## config.mk

```make
export PLATFORM = sky130hd
export DESIGN_NAME = pc_fetch
export DESIGN_NICKNAME = d
export VERILOG_FILES = /design/src/rtl/pc_fetch.sv
export SDC_FILE = /design/constraint.sdc
export NUM_CORES = 1
export LEC_CHECK = 0
export ABC_AREA = 1
export BUFFER_PORTS_ARGS = -buffer_cell sky130_fd_sc_hd__clkbuf_2
export CORE_ASPECT_RATIO = 1.25
export CORE_MARGIN = 1
export CORE_UTILIZATION = 41
export DETAILED_ROUTE_END_ITERATION = 16
export HOLD_SLACK_MARGIN = 0.06
export PLACE_DENSITY = 0.78
export SLEW_MARGIN = 20
export SYNTH_ARGS = -nofsm -noshare
export SYNTH_HDL_FRONTEND = slang
export SYNTH_SLANG_ARGS = --single-unit
```

## constraint.sdc

```tcl
create_clock -name clk -period 1.3 [get_ports clk]
set_input_delay 0.26 -clock clk [delete_from_list [all_inputs] [get_ports clk]]
set_output_delay 0.26 -clock clk [all_outputs]
set_load 0.02 [all_outputs]
```

## src/rtl/pc_fetch.sv

```systemverilog
// PC register and instruction-fetch sequencer.
// Drives the external PC adder and fetches words for decode.
module pc_fetch #(
  parameter logic [7:0] RESET_PC    = 8'h00,
  parameter logic [4:0] HALT_OPCODE = 5'b00000
) (
  input  logic        clk,
  input  logic        reset,
  output logic [7:0]  add_a,
  output logic [7:0]  add_b,
  input  logic [7:0]  add_result,
  output logic [7:0]  imem_addr,
  output logic        imem_req,
  input  logic        imem_ack,
  input  logic [15:0] imem_data,
  output logic [15:0] instr,
  output logic        instr_valid,
  input  logic        instr_ready,
  input  logic        branch_en,
  input  logic [7:0]  branch_offset,
  output logic        halted
);

  typedef enum logic [1:0] {
    IDLE,
    FETCH,
    ISSUE,
    HALT
  } state_e;

  state_e      state_q, state_d;
  logic [7:0]  pc_q, pc_d;
  logic [15:0] instr_q, instr_d;

  logic in_issue;
  logic accept;
  logic is_halt;

  assign in_issue = (state_q == ISSUE);
  assign accept   = in_issue && instr_ready;
  assign is_halt  = (instr_q[15:11] == HALT_OPCODE);

  // Offset only reaches the adder while decode can redirect us
  assign add_a = pc_q;
  assign add_b = (in_issue && branch_en) ? branch_offset : 8'h01;

  always_comb begin
    state_d = state_q;
    pc_d    = pc_q;
    instr_d = instr_q;
    unique case (state_q)
      IDLE: begin
        state_d = FETCH;
      end
      FETCH: begin
        if (imem_ack) begin
          instr_d = imem_data;
          state_d = ISSUE;
        end
      end
      ISSUE: begin
        if (accept) begin
          if (is_halt) begin
            state_d = HALT;
          end else begin
            pc_d    = add_result;
            state_d = FETCH;
          end
        end
      end
      HALT: begin
        state_d = HALT;
      end
      default: begin
        state_d = IDLE;
      end
    endcase
  end

  always_ff @(posedge clk) begin
    if (reset) begin
      state_q <= IDLE;
      pc_q    <= RESET_PC;
      instr_q <= 16'h0000;
    end else begin
      state_q <= state_d;
      pc_q    <= pc_d;
      instr_q <= instr_d;
    end
  end

  assign imem_addr   = pc_q;
  assign imem_req    = (state_q == FETCH);
  assign instr       = instr_q;
  assign instr_valid = in_issue;
  assign halted      = (state_q == HALT);

endmodule
```

==> results of run 1 <==
-- power by group through the flow --
stage / combinational (uW) / clock (uW) / sequential, uW
floorplan: 243 / 0 / 927
global placement: 388 / 0 / 887
detailed placement: 393 / 0 / 888
CTS: 456 / 568 / 867
global route: 575 / 606 / 874
finish: 529 / 557 / 868
-- cells by family (layout without fill, tap and decap cells) --
logic type,Yosys count,after routing,synth area share
AOI/OAI and AO/OA,25,25,0.112
buffers and inverters,36,117,0.167
DFF,26,26,0.426
and+or+nand+nor,79,81,0.295
-- cells in the final DEF (no fill, tap or decap) --
master,n
or2_1,1
clkbuf_4,3
nand2_4,2
inv_1,19
nor2_4,6
nor2_2,1
clkbuf_2,68
dfxtp_1,24
nand3_1,6
a21oi_2,5
inv_6,1
nand3_2,2
nand2_1,41
inv_4,1
nor2_8,1
clkbuf_8,2
dfxtp_2,1
buf_4,12
inv_2,1
nor2_1,16
buf_8,3
nand2_8,2
dfxtp_4,1
buf_6,5
nand4_1,1
a21oi_1,20
clkinv_8,1
bufinv_16,1
nand3_4,1
nor3_1,1
-- worst min-delay path, cell delays in order --
cell and delay [ps]:
clkbuf_2 80, nand2_1 50, a21oi_1 50
-- final timing paths --
check | endpoint | slack [ps] | cells past startpoint
min reg2reg | instr[4] | 480 | 2
max | add_b[0] | -280 | 6
max reg2reg | add_a[3] | 50 | 8
min | instr[10] | 140 | 3
-- stage by stage --
stage	instance area, um2	util	hold slack [ps]	std cells	setup WS, ps
after floorplan	1220	-	403	166	47.0
after global placement	1560	0.565	455	267	87.6
after detailed placement	1560	0.565	459	267	54.8
after CTS	1740	0.631	135	277	-258
after global routing	1890	0.683	124	283	-326
final	1890	0.683	143	283	-276
-- state kept, by name (all words and copies together), names as in the netlist --
name	flops
add_a	8
instr	16
state_q	2
-- layout make-up --
cell class                      count  area (um2)
Fill cell                         250         873
Multi-Input combinational cell    106         599
Timing Repair Buffer               90         559
Sequential cell                    26         526
Inverter                           22        97.6
Tap cell                           34        42.5
Clock inverter                      1        30.0
Clock buffer                        3        22.5
Timing Repair inverter              1        8.76
-- what timing repair did --
action | in CTS | in global routing
pin swaps | 4 | 6
buffers inserted | 6 | 4
resized for setup | 24 | 28
gates cloned | 0 | 3
setup endpoints to repair | 11 | 35
-- routing by layer --
metal / GRT usage / share of wire
met5: 0 / 0
met4: 0.0556 / 0.0098
met3: 0.0389 / 0.057
met2: 0.358 / 0.52
met1: 0.210 / 0.41
==> results.md, run 1 <==
* Outcome: complete, but fails checks
* Failing checks: setup timing
* CTS clock-pin slew for the worst setup and hold paths at between 100 and 150 ps
* Setup skew after layout at 3.32 ps
* H-tree depth at 1
* Setup crit start kind: flop
* Top FF cell, synth: dfxtp_1
* Worst path bufs/invs at 3
* Count of state elements after synthesis at 26
* Total CTS buffers at 3
* Post-synth top cells: nand2_1 (41), dfxtp_1 (26), a21oi_1 (22)
* Pint at 1370 uW
* Fin crit period at between 1500 and 2000 ps
* Register area share after synthesis at 0.426
* Max incr delay on CP at 350 ps
* Type of destination of the critical path: primary output
* Antenna viol nets, final at 0
* Clk root buf: clkbuf_4
* Synth area leader: dfxtp_1
* Synth top area share at 0.426
* CTS tree: done
* Max Root-Sink Buffers at 2
* Leak at 0.000970 uW
* HP Start: imem_data[10]
* Grt ovf at 0
* Slowest CP cell: dfxtp_2
* Worst-path fanout max at 8
* Chip Width at 50.8 um
* First-pass GRT wire length at around 4900 um
* Die Y at 63.0 um
* Post-synth cell types at 22
* Layout Nets at 287
* Mean Syn Cell Area at 7.36 um2
* Post-DR vias/cell at 4.67
* Number of flops mapped to enable cells by yosys at 0
* IO Count at 80
* Effective utilization at floorplan at 0.443
* Layout area overhead at 54.4%
* Pins Over Slew Limit at 0
* Share of cells above drive strength 1 at 0.482
* Crit path from: state_q[0]
* Synth warn at 0
* Buffers added on ports at 79
* Worst hold path class: input pin to flop
* Sequential Power Share at 0.444
* Final WS setup at -276 ps
* CTS Sinks at 26
* RSZ-0062 raised after global routing: yes
* Core area at 2760 um2
* Async SR Flop Fraction at 0
* Die Footprint at ~3200 um2
* Setup violators final at 11
* Row count at 21
* Initial antenna violation count at 0
* Vias in the first global route at 1212
* Most frequent cell after synthesis: nand2_1
* RD Place Congestion at 0.651
* Worst rel slew slack at 0.819
* Post-DR wirelength/cell at 11.2 um
* Crit path max-delay family: flip-flops
* Max VDD drop at 0.776 mV
* Critical R2R Launch: state_q[0]
* Combinational share of power at 0.271
* Tot GR Track Use at 0.192
* Crit-path cells: inv_2 > nand2_4 > inv_4 > nand2_8 > or2_1 > clkbuf_8
* Largest net degree at the start of global routing at 19
* Tightest Pin Transition at 271 ps
* Post-DP HPWL at approximately 2100 um
* Final Hold Fails at 0
* Mapped Nets at 203
* WS Path Type: flop to primary output
* DR DRC count at 0
* Number of inserted diodes at 0
* Drt pass-1 iters at 4
* Drt total wl at 3180 um
* Clock share of power at 0.285
* CP required at about 1000 ps
* Final worst path period share at 1.21
* Worst Path Arrival at 1320 ps
* Switching power total at 586 uW
* Vias at between 1000 and 1500
* Net Sw Frac at 0.300
* F_max at 0.635 GHz
* Max cap viols at 0
* Synth area leaders: dfxtp_1 (43%), nand2_1 (13%), a21oi_1 (9.0%)
* Iteration-0 DRC Markers at 27
* Cells after Synth at between 150 and 200
* Power Total at 1950 uW
* PwrDens at around 1000 nW/um2
* Hold_buf cts at 0
* Final total negative setup slack at -1810 ps
* Clock latency on the worst-skew pair at 320 ps
* Cell Area, Synth at 1220 um2
No activity file was read; power rests on OpenSTA's default activity.
==> run 2, diff against run 1 <==
--- a/config.mk
+++ b/config.mk
@@ -9,10 +9,10 @@
 export BUFFER_PORTS_ARGS = -buffer_cell sky130_fd_sc_hd__clkbuf_2
 export CORE_ASPECT_RATIO = 1.25
 export CORE_MARGIN = 1
-export CORE_UTILIZATION = 41
+export CORE_UTILIZATION = 35
 export DETAILED_ROUTE_END_ITERATION = 16
 export HOLD_SLACK_MARGIN = 0.06
-export PLACE_DENSITY = 0.78
+export PLACE_DENSITY = 0.69
 export SLEW_MARGIN = 20
 export SYNTH_ARGS = -nofsm -noshare
 export SYNTH_HDL_FRONTEND = slang
==> results.md, run 2 (synthesis results as in run 1) <==
* Setup crit start kind: flop
* Tot GR Track Use at 0.146 (-0.0455)
* WHS Endpoint: instr[0]
* CTS tree: done
* RD Place Congestion at 0.609 (-6.5%)
* Worst R2R End: instr[11]
* Register-to-Register Path Depth at 7 (-1)
* Largest net degree at the start of global routing at 18 (-1)
* Layout Nets at 278 (-3.1%)
* Chip Width at 54.8 um (+7.9%)
* Most common cell after layout, fill and taps aside: clkbuf_2
* Post-DP HPWL at 1980 um (-4.4%)
* Finished Cell Area at 1750 um2 (-7.4%)
* Antenna viol nets, final at 0 (unchanged)
* Pins Over Slew Limit at 0 (unchanged)
* Core area at 3280 um2 (+19%)
* CTS Sinks at 26 (unchanged)
* R2r setup slk at 120 ps (+70 ps)
* Most frequent cells in the layout: clkbuf_2 (68), nand2_1 (41), dfxtp_1 (24), a21oi_1 (22), nor2_1 (21)
* Row count at 23 (+9.5%)
* Vias at 1212 (-8.3%)
* CTS clock-pin slew for the worst setup and hold paths at 90 ps (-50 ps)
* Hold_buf cts at 0 (unchanged)
* Worst rel slew slack at 0.821 (+0.00145)
* Type of destination of the critical path: primary output
* DP Area at 1560 um2 (+0.24%)
* Post-DR wirelength/cell at 9.75 um (-13%)
* PwrDens at 1130 nW/um2 (+9.5%)
* Buffers added on ports at 79 (unchanged)
* Max Root-Sink Buffers at 2 (unchanged)
* Pint at 1430 uW (+4.7%)
* IO Count at 80 (unchanged)
* Net Sw Frac at 0.277 (-0.0227)
* DR DRC count at 0 (unchanged)
* Util after Layout at 0.532 (-0.151)
* Setup skew after layout at 2.62 ps (-0.698 ps)
* Number of inserted diodes at 0 (unchanged)
* RSZ-0062 raised after global routing: yes
* Die Y at 68.0 um (+8.0%)
* Number of flip-flops under the largest register name at 16 (unchanged)
* Clk root buf: clkbuf_8
* Share of cells above drive strength 1 at 0.429 (-0.0528)
* CP required at 1040 ps (about the same)
* Sequential Power Share at 0.437 (-0.007)
* Worst hold path class: input pin to flop
* HP Start: imem_data[0]
* Total CTS buffers at 3 (unchanged)
* Final worst path period share at 1.14 (-0.0748)
* Area of the multi-input gates at 518 um2 (-14%)
* Final WS setup at -179 ps (+97.3 ps)
* H-tree depth at 1 (unchanged)
* Outcome: complete, but fails checks
* Leak at 0.000932 uW (-3.9%)
* Layout area overhead at 43.0%
* Setup violators final at 9 (-2)
* Tightest Pin Transition at 268 ps (-2.87 ps)
* F_max at 0.676 GHz (+6.6%)
* Drt total wl at 2700 um (-15%)
* Vias in the first global route at 991 (-18%)
* Worst-path fanout max at 8 (unchanged)
* Critical R2R Launch: state_q[0]
* Iteration-0 DRC Markers at 15 (-44%)
* First-pass GRT wire length at 4150 um (-15%)
* Clock latency on the worst-skew pair at 270 ps (-50 ps)
* Fin crit period at 1480 ps (-97.3 ps)
* # fillers at 336 (+34%)
* Hold Path Depth at 3 (unchanged)
* WS Path Type: flop to primary output
* Combinational share of power at 0.228 (-0.043)
* Sequential cell area at 526 um2 (unchanged)
* Max VDD drop at 0.713 mV (-8.2%)
* Drt pass-1 iters at 4 (unchanged)
* Max cap viols at 0 (unchanged)
* Post-DR vias/cell at 4.38 (-6.3%)
* Grt ovf at 0 (unchanged)
* Clock share of power at 0.336 (+0.051)
* Final Hold Fails at 0 (unchanged)
* Die Footprint at 3730 um2 (+17%)
* Effective utilization at floorplan at 0.372 (-0.0704)
* Worst Path Arrival at 1220 ps (-100 ps)
* Switching power total at 549 uW (-6.2%)
* Failing checks: setup timing
* Initial antenna violation count at 0 (unchanged)
-- run 2: cell types whose count changed in the layout (fill, tap and decap cells not counted), moves of 3 or more --
cell,delta
buf_6,-3
nor2_4,-5
clkbuf_4,-3
clkbuf_8,+3
nor2_1,+5
-- run 2: timing repair --
item                       in CTS  in global routing
resized for setup              17                 17
pin swaps                       1                  1
setup buffers                   3                  0
setup endpoints to repair       8                 22
-- run 2: how the worst max path moves through the flow --
stage               depth (start not counted)  startpoint  slack [ps]        to
floorplan                                   5  state_q[0]          50  add_b[1]
global placement                            6  state_q[0]          80  add_b[0]
detailed placement                          6  state_q[0]          50  add_b[0]
CTS                                         6  state_q[0]        -180  add_b[0]
global route                                6  state_q[0]        -250  add_b[0]
finish                                      6  state_q[0]        -180  add_b[0]
-- run 2: per-layer routing --
metal	up-vias	share of wire	global-route usage
met5	-	0	0
met4	0	0	0.0288
met3	0	0.064	0.0267
met2	49	0.48	0.259
met1	512	0.46	0.179
li1	651	-	-
-- run 2: power by group through the flow --
stage | clock network (uW) | registers [uW] | logic (uW)
3_5_place_dp | 0 | 888 | 393
4_1_cts | 688 | 866 | 432
5_1_grt | 722 | 874 | 496
2_1_floorplan | 0 | 927 | 243
3_3_place_gp | 0 | 887 | 391
6_report | 665 | 865 | 451
-- run 2: cell type report --
| class | count | area share |
|---|---|---|
| clock inverters | 1 | 0.0172 |
| multi-input cells | 104 | 0.297 |
| inverters | 22 | 0.0559 |
| clock buffers | 3 | 0.0236 |
| well taps | 37 | 0.0265 |
| flip-flops and latches | 26 | 0.301 |
| repair buffers | 84 | 0.279 |
-- run 2: critical path: stages (launching register included) --
cell,delay [ps]
dfxtp_2,330
inv_2,70
nand2_4,60
inv_4,60
nand2_4,70
or2_1,220
clkbuf_8,150
-- run 2: stage by stage --
stage / setup TNS [ps] / hold slack [ps] / cells / total power, uW / setup WS, ps
final: -557 / 208 / 277 / 1980 / -179
after global routing: -1390 / 201 / 277 / 2090 / -252
after CTS: -723 / 200 / 277 / 1990 / -185
after detailed placement: 0 / 458 / 270 / 1280 / 54.4
after global placement: 0 / 455 / 270 / 1280 / 82.8
after floorplan: 0 / 403 / 166 / 1170 / 47.0
